<file path="src/rtl/pixel_frame_sequencer.sv">
// pixel_frame_sequencer
//   Walks one image frame through an external pixel_operator. An accepted
//   start latches the operator configuration, then the block issues one read
//   per cycle to the input image RAM. It forwards each returned byte to the
//   operator and writes each operator result to the output image RAM at the
//   address it was read from.
//
// Ports
//   clk, rst_n           clock (rising edge), asynchronous active-low reset
//   start, abort         one-cycle command pulses
//   pause                level, holds read issue while high in RUN
//   cfg_select/threshold/value   operator configuration, sampled at start
//   rd_en, rd_addr, rd_data      input RAM read port
//   op_inbyte, op_select, op_threshold, op_value, op_outbyte
//                        connection to pixel_operator
//   wr_en, wr_addr, wr_data      output RAM write port
//   busy, done, pixel_count      frame status
module pixel_frame_sequencer #(
  parameter int NUM_PIXELS = 98304,
  parameter int ADDR_W     = 17,
  parameter int RD_LATENCY = 1,
  parameter int OP_LATENCY = 1
) (
  input  logic              clk,
  input  logic              rst_n,
  input  logic              start,
  input  logic              abort,
  input  logic              pause,
  input  logic [1:0]        cfg_select,
  input  logic [7:0]        cfg_threshold,
  input  logic [7:0]        cfg_value,
  output logic              rd_en,
  output logic [ADDR_W-1:0] rd_addr,
  input  logic [7:0]        rd_data,
  output logic [7:0]        op_inbyte,
  output logic [1:0]        op_select,
  output logic [7:0]        op_threshold,
  output logic [7:0]        op_value,
  input  logic [7:0]        op_outbyte,
  output logic              wr_en,
  output logic [ADDR_W-1:0] wr_addr,
  output logic [7:0]        wr_data,
  output logic              busy,
  output logic              done,
  output logic [ADDR_W:0]   pixel_count
);

  // Total cycles between a read strobe and its operator result appearing.
  localparam int L = RD_LATENCY + OP_LATENCY;
  localparam logic [ADDR_W:0] LAST_ADDR = (ADDR_W+1)'(NUM_PIXELS - 1);
  localparam logic [ADDR_W:0] CNT_ONE   = (ADDR_W+1)'(1);

  typedef enum logic [1:0] {IDLE, RUN, DRAIN, DONE} state_t;

  state_t            state;
  logic [ADDR_W:0]   addr_cnt;
  logic [L-1:0]      pipe_v;
  logic [ADDR_W-1:0] pipe_a [L];
  logic              abort_hit;

  // abort only means something while a frame is actually in flight
  assign abort_hit = abort && ((state == RUN) || (state == DRAIN));

  assign op_inbyte = rd_data;

  // Frame FSM plus the valid/address tracking pipeline. The pipeline follows
  // each read strobe through the RAM and operator latencies so the write can
  // be issued with the original address when the operator result arrives.
  // The FSM section comes last so an accepted start overrides pixel_count.
  always_ff @(posedge clk or negedge rst_n) begin
    if (!rst_n) begin
      state        <= IDLE;
      addr_cnt     <= '0;
      rd_en        <= 1'b0;
      rd_addr      <= '0;
      wr_en        <= 1'b0;
      wr_addr      <= '0;
      wr_data      <= '0;
      busy         <= 1'b0;
      done         <= 1'b0;
      pixel_count  <= '0;
      op_select    <= '0;
      op_threshold <= '0;
      op_value     <= '0;
      pipe_v       <= '0;
      for (int i = 0; i < L; i++) pipe_a[i] <= '0;
    end else begin
      pipe_a[0] <= rd_addr;
      for (int i = 1; i < L; i++) pipe_a[i] <= pipe_a[i-1];

      if (abort_hit) begin
        pipe_v <= '0;
        wr_en  <= 1'b0;
      end else begin
        pipe_v[0] <= rd_en;
        for (int i = 1; i < L; i++) pipe_v[i] <= pipe_v[i-1];
        wr_en <= pipe_v[L-1];
        if (pipe_v[L-1]) begin
          wr_addr     <= pipe_a[L-1];
          wr_data     <= op_outbyte;
          pixel_count <= pixel_count + CNT_ONE;
        end
      end

      case (state)
        IDLE: begin
          rd_en <= 1'b0;
          done  <= 1'b0;
          if (start && !abort) begin
            op_select    <= cfg_select;
            op_threshold <= cfg_threshold;
            op_value     <= cfg_value;
            addr_cnt     <= '0;
            pixel_count  <= '0;
            busy         <= 1'b1;
            state        <= RUN;
          end
        end

        RUN: begin
          if (abort) begin
            rd_en <= 1'b0;
            busy  <= 1'b0;
            state <= IDLE;
          end else if (!pause) begin
            rd_en    <= 1'b1;
            rd_addr  <= addr_cnt[ADDR_W-1:0];
            addr_cnt <= addr_cnt + CNT_ONE;
            if (addr_cnt == LAST_ADDR) state <= DRAIN;
          end else begin
            rd_en <= 1'b0;
          end
        end

        DRAIN: begin
          rd_en <= 1'b0;
          if (abort) begin
            busy  <= 1'b0;
            state <= IDLE;
          end else if (!rd_en && (pipe_v == '0)) begin
            // the final write was registered on the previous edge
            done  <= 1'b1;
            busy  <= 1'b0;
            state <= DONE;
          end
        end

        DONE: begin
          rd_en <= 1'b0;
          done  <= 1'b0;
          state <= IDLE;
        end

        default: state <= IDLE;
      endcase
    end
  end

endmodule
</file>
<file path="config.mk">
export PLATFORM = sky130hd
export DESIGN_NAME = pixel_frame_sequencer
export DESIGN_NICKNAME = d
export VERILOG_FILES = /design/src/rtl/pixel_frame_sequencer.sv
export SDC_FILE = /design/constraint.sdc
export NUM_CORES = 1
export LEC_CHECK = 0
export ABC_AREA = 1
export CAP_MARGIN = 20
export CORE_MARGIN = 2
export CORE_UTILIZATION = 30
export CTS_CLUSTER_DIAMETER = 80
export CTS_CLUSTER_SIZE = 16
export DETAILED_ROUTE_END_ITERATION = 8
export GPL_TIMING_DRIVEN = 1
export MAX_ROUTING_LAYER = met4
export RECOVER_POWER = 50
export SYNTH_ARGS = -nofsm -noshare
export SYNTH_HDL_FRONTEND = slang
export SYNTH_SLANG_ARGS = --single-unit
export TNS_END_PERCENT = 50
</file>
<file path="constraint.sdc">
create_clock -name clk -period 2.2 [get_ports clk]
set_clock_uncertainty 0.05 [all_clocks]
set_input_delay 0.44 -clock clk [delete_from_list [all_inputs] [get_ports clk]]
set_output_delay 0.44 -clock clk [all_outputs]
set_load 0.005 [all_outputs]
</file>
Yosys cells after proc, flatten, opt, wreduce, memory -nomap -nowiden
Cells that the tools add are included.
{"block": "totals", "regBits": 138, "in_bits": 39, "out_inout_bits": 90, "wordCells": 82}
{"block": "classes", "add_sub_neg": 2, "eq_ne": 13, "mux": 28, "bitwise_logic": 3, "n_reduce_logical": 20}
{"operator": "2-to-1 mux 18 bit", "count": 7}
{"operator": "adder 18 x 1 -> 18 bit (second input constant)", "count": 2}
{"operator": "one-hot mux 18 bit (2 select lines)", "count": 1}
{"operator": "== test 18 x 17 -> 1 bit (second input constant)", "count": 1}
{"operator": "2-to-1 mux 2 bit", "count": 7}
{"operator": "AND reduction 4 bit", "count": 3}
{"operator": "inequality test 2 bit (second input constant)", "count": 5}
{"operator": "2-to-1 mux 1 bit", "count": 9}
{"operator": "one-hot mux 2 bit (4 select lines)", "count": 1}
{"operator": "inequality test 3 x 2 -> 1 bit (second input constant)", "count": 2}
{"operator": "AND reduction 3 bit", "count": 2}
{"operator": "== test 2 bit (second input constant)", "count": 2}
{"operator": "zero test 2 bit", "count": 2}
{"operator": "one-hot mux 1 bit (2 select lines)", "count": 2}
{"operator": "AND reduction 2 bit", "count": 2}
{"operator": "nonzero test 2 bit", "count": 2}
{"operator": "logical AND 1 bit", "count": 3}
{"operator": "inequality test 3 bit (second input constant)", "count": 1}
{"operator": "inverter 1 bit", "count": 3}
{"operator": "one-hot mux 1 bit (3 select lines)", "count": 1}
{"operator": "nonzero test 3 bit", "count": 1}
{"operator": "OR reduction 3 bit", "count": 1}
{"operator": "== test 2 x 1 -> 1 bit (second input constant)", "count": 1}
{"operator": "zero test 1 bit", "count": 2}
{"operator": "3 further kinds", "count": 3}

Logic depth before layout (Yosys ltp)
{"block": "depth", "ltp_word": 6, "ltp_mapped": 12, "ltp_nobuf": 11}

Worst setup path after synthesis
Ideal clock, no wire load.
{"block": "synth_timing", "kind": "register to register", "start": "register state[0]", "end": "register pixel_count[15]", "arrival_time_ns": 1.437, "setup_slack_ns": 0.594, "stages_incl_launch_ff": 11, "n_path_buf": 0, "path_cell_list": "dfrtp_1 > inv_1 > ha_1 > nand2_2 > inv_1 > nor2_1 > nand3_1 > nor2_2 > nand3_1 > nand2_1 > nor2_1"}
{"block": "synth_via", "elab_chain_len": 6, "word_cells_on_any_way": 8, "cone_classes": "2 x eq/ne; 3 x mux; 3 x reduce/logical"}
{"item": "start, declared", "line": "55", "text": "state_t state;"}
{"item": "start signal, assigned", "line": "72", "text": "state <= IDLE;"}
{"item": "start signal, assigned", "line": "116", "text": "state <= RUN;"}
{"item": "start signal, assigned", "line": "124", "text": "state <= IDLE;"}
{"item": "== test 2 x 1 -> 1 bit / == test 2 bit (equally long branches)", "line": "62", "text": "assign abort_hit = abort && ((state == RUN) || (state == DRAIN));"}
{"item": "logical OR 1 bit", "line": "62"}
{"item": "logical AND 1 bit", "line": "62"}
{"item": "2-to-1 mux 18 bit", "line": "91", "text": "if (abort_hit) begin"}
{"item": "2-to-1 mux 18 bit", "line": "109", "text": "if (start && !abort) begin"}
{"item": "2-to-1 mux 18 bit (*)", "line": "105", "text": "case (state)"}
{"item": "end signal, assigned", "line": "101", "text": "pixel_count <= pixel_count + CNT_ONE;"}
{"item": "end, declared", "line": "45", "text": "output logic [ADDR_W:0] pixel_count"}
Every way passes the cells marked *; elsewhere a longest branch is shown, timed or not.
A chain may end at the register's enable or synchronous reset.

Worst setup path after layout
{"block": "layout_timing", "start": "register state[0]", "end": "register pixel_count[5]"}
The elaborated chain is that of the path after synthesis.

==> results_dict.tcl <==
set metrics [dict create \
    hold_buffers 1 \
    synth.top_cell.area_share_pct 60.7 \
    swShare_pct 29.4 \
    cts-root-buf "clkbuf_16" \
    clkSinkCount 138 \
    fin_ws_ns 0.285 \
    post_cts_buffers 0 \
    grtUsageTotal_pct 13.8 \
    synth_cell_types 31 \
    cts-resized-gates 0 \
    irDropWorstVdd_mv 0.511 \
    slowest_stage "dfrtp_1" \
    finalPower_mw 8.50 \
    ys_ff_latch 138 \
    die_area_mm2 0.0201 \
    timing.slew.headroom_pct 22.6 \
    grt_max_degree 45 \
    drtAntennaViolNets 0 \
    crit_arrival_ns 2.19 \
    synth.cell_area_mm2 0.00569 \
    cts_tree "done" \
    finalSetupViolCount 0 \
    yosys-top-cells-area "dfrtp_1 (61%), nand2_1 (15%), nor2_1 (3.9%), inv_1 (3.4%), o21ai_0 (2.3%)" \
    syn_nets 675 \
    drt_iter0_drc 279 \
    critPathKind "flip-flop to flip-flop" \
    max_freq_mhz 522 \
    maxSlewViolCount 0 \
    avgSynthCellArea_um2 9.04 \
    netlist_instances 630 \
    worstSkewPairLatency_ns 0.42 \
    vias_per_cell 4.41 \
    worst_setup_path_start_kind "flip-flop" \
    path_cells "inv_1, ha_1, nand2_2, nand2_2, nor3_1, a21oi_1, nor3_1" \
    worst_slew_pin_slew_ns 1.16 \
    grt_pass1_vias 4205 \
    cts_htree_levels 4 \
    endpoint_kind "flip-flop" \
    postPlaceCellArea_mm2 0.00712 \
    hold_violations 0 \
    clockBufferDepth 2 \
    antenna_cells 0 \
    yosys_warnings 0 \
    core_mm2 0.0186 \
    final_cells 997 \
    pre_cts_ws_ns 0.0907 \
    min_path_type "flip-flop to flip-flop" \
    ios 129 \
    period_needed_ns 1.91 \
    fp.dieH_um 142 \
    gp_congestion 0.854 \
    cellPowerDensity_mw_per_mm2 1100 \
    first_pass_iters 4 \
    cp_data_required_time_ns 2.47 \
    synthToLayoutAreaGrowth_pct 35.4 \
    crit_family "simple AND/OR/NAND/NOR gates" \
    worstPathMaxFanout 6 \
    yosys.area.top_type "dfrtp_1" \
    drc 0 \
    num_rows 50 \
    wire_per_inst_um 13.0 \
    grt_pass1_wl_mm 21.1 \
    status "completed" \
    p_int_mw 6.00 \
    clk_pin_slew_worst_paths_ns 0.06 \
    clockPowerShare_pct 33.8 \
    vias 4393 \
    die_w_um 142 \
    placed_cells 964 \
    cts_made_buffers 17 \
    drt-total-wl_mm 13.0 \
    hpwlAfterDp_mm 9.33 \
    antenna_found_initial 0 \
    pwr-share-seq_pct 41.1 \
    final_layout_size_suffix_gt1_share_pct 9.17 \
    cpPeakStageDelay_ns 0.40 \
    power.net_switching_mw 2.50 \
    leakage_nw 3.73 \
    crit_buf_inv 1 \
    placement.io_buffers 112 \
    initial_core_util_pct 30.5 \
    stdcell_area_mm2 0.00771 \
    grt_overflow 0 \
    nets 795 \
    rsz0062_at_grt "no" \
    ys_seq_area_share_pct 60.7 \
    pwr-share-comb_pct 25.1 \
    max-cap-violations 0 \
    min_period_over_period_pct 87.0 \
    fin_setup_tns_ns 0 \
]
-- registers in the layout, summed over array words and instances, names as in the netlist --
register and count:
pipe_a 34, addr_cnt 18, pixel_count 18, rd_addr 17, wr_addr 17, op_threshold 8
op_value 8, wr_data 8, op_select 2, pipe_v 2, state 2, busy 1
done 1, rd_en 1, wr_en 1
-- metrics by stage --
stage	hold slack (ns)	util, %
finish	0.292	41.3
global route	0.304	41.3
CTS	0.297	41.4
detailed placement	0.285	38.2
global placement	0.282	38.2
floorplan	0.0944	-
-- worst register-to-register path, cell delays in order, from the launching register on --
cell     delay, ns
dfrtp_1       0.40
inv_1         0.08
ha_1          0.35
nand2_2       0.13
nand2_2       0.11
nor3_1        0.39
a21oi_1       0.12
nor3_1        0.20
-- cell usage in the layout, fill, tap and decap left out, types with 2 or more instances in the layout --
cell             count
a21oi_1             17
a31oi_1              3
buf_12               4
buf_4                6
bufinv_16            2
clkbuf_16           17
clkbuf_2             2
clkdlybuf4s50_1    109
clkinv_2             2
clkinv_4             2
clkinvlp_4           2
dfrtp_1            138
dlygate4sd3_1        3
ha_1                 6
inv_1               52
inv_2                5
inv_6                4
inv_8                2
mux2_2               4
nand2_1            228
nand2_2              5
nand3_1             20
nand4_1             11
nor2_1              59
nor2_2               4
nor2_4               2
nor3_1               7
o21ai_0             26
o21ai_1              5
xnor2_1              2
xor2_1               3
-- final cells by class --
type | count | area [µm²]
flip-flops and latches | 138 | 3450
multi-input cells | 410 | 1880
inverters | 57 | 214
clock inverters | 14 | 160
repair buffers | 126 | 1270
well taps | 234 | 293
fillers | 1852 | 10900
clock buffers | 18 | 439
-- worst paths after layout --
| check | from | endpoint | slack [ns] | cells after the start |
|---|---|---|---|---|
| worst max register to register | state[0] | pixel_count[5] | 0.29 | 7 |
| worst max-delay path | state[0] | pixel_count[5] | 0.29 | 7 |
| max in group asynchronous | rst_n | done | 0.38 | 3 |
| worst min-delay path | pipe_a[21] | pipe_a[4] | 0.29 | 0 |
| worst min register to register | pipe_a[21] | pipe_a[4] | 0.29 | 0 |
| min in group asynchronous | rst_n | addr_cnt[9] | 0.73 | 2 |
-- logic make-up (layout without fill, tap and decap cells) --
| kind of cell | Yosys count | in the layout | share of synthesized area, % |
|---|---|---|---|
| compound gates | 52 | 52 | 4.68 |
| simple gates | 343 | 343 | 25.4 |
| xor+xnor | 5 | 5 | 0.769 |
| buf+inv | 82 | 215 | 6.40 |
| flops | 138 | 138 | 60.7 |
| mux | 4 | 4 | 0.791 |
| fa+ha+maj | 6 | 6 | 1.32 |
-- routing by layer --
layer | vias to the layer above | part of all wire [%] | GRT usage, %
li1 | 2211 | - | -
met1 | 2064 | 46 | 17.2
met2 | 97 | 48 | 21.3
met3 | 21 | 3.6 | 3.37
met4 | 0 | 2.4 | 6.21
met5 | - | 0 | -
-- synth_stat cells, drive strengths merged --
cell type	n
o21ai	31
a21oi	17
a31oi	3
clkbuf	3
and3	1
nor3b	1
buf	22
nand2	235
xnor2	2
nor2	66
o21a	1
ha	6
dfrtp	138
nand3	21
nor3	8
xor2	3
mux2	4
inv	57
nand4	11
-- power by group through the flow --
stage,sequential (mW),combinational (mW),clock (mW)
after floorplan,3.52,0.930,0
after global placement,3.52,2.14,0
after detailed placement,3.54,2.17,0
after CTS,3.50,2.18,2.94
after global routing,3.57,2.37,3.05
final,3.49,2.13,2.87
Power figures use the tool's default switching activity.
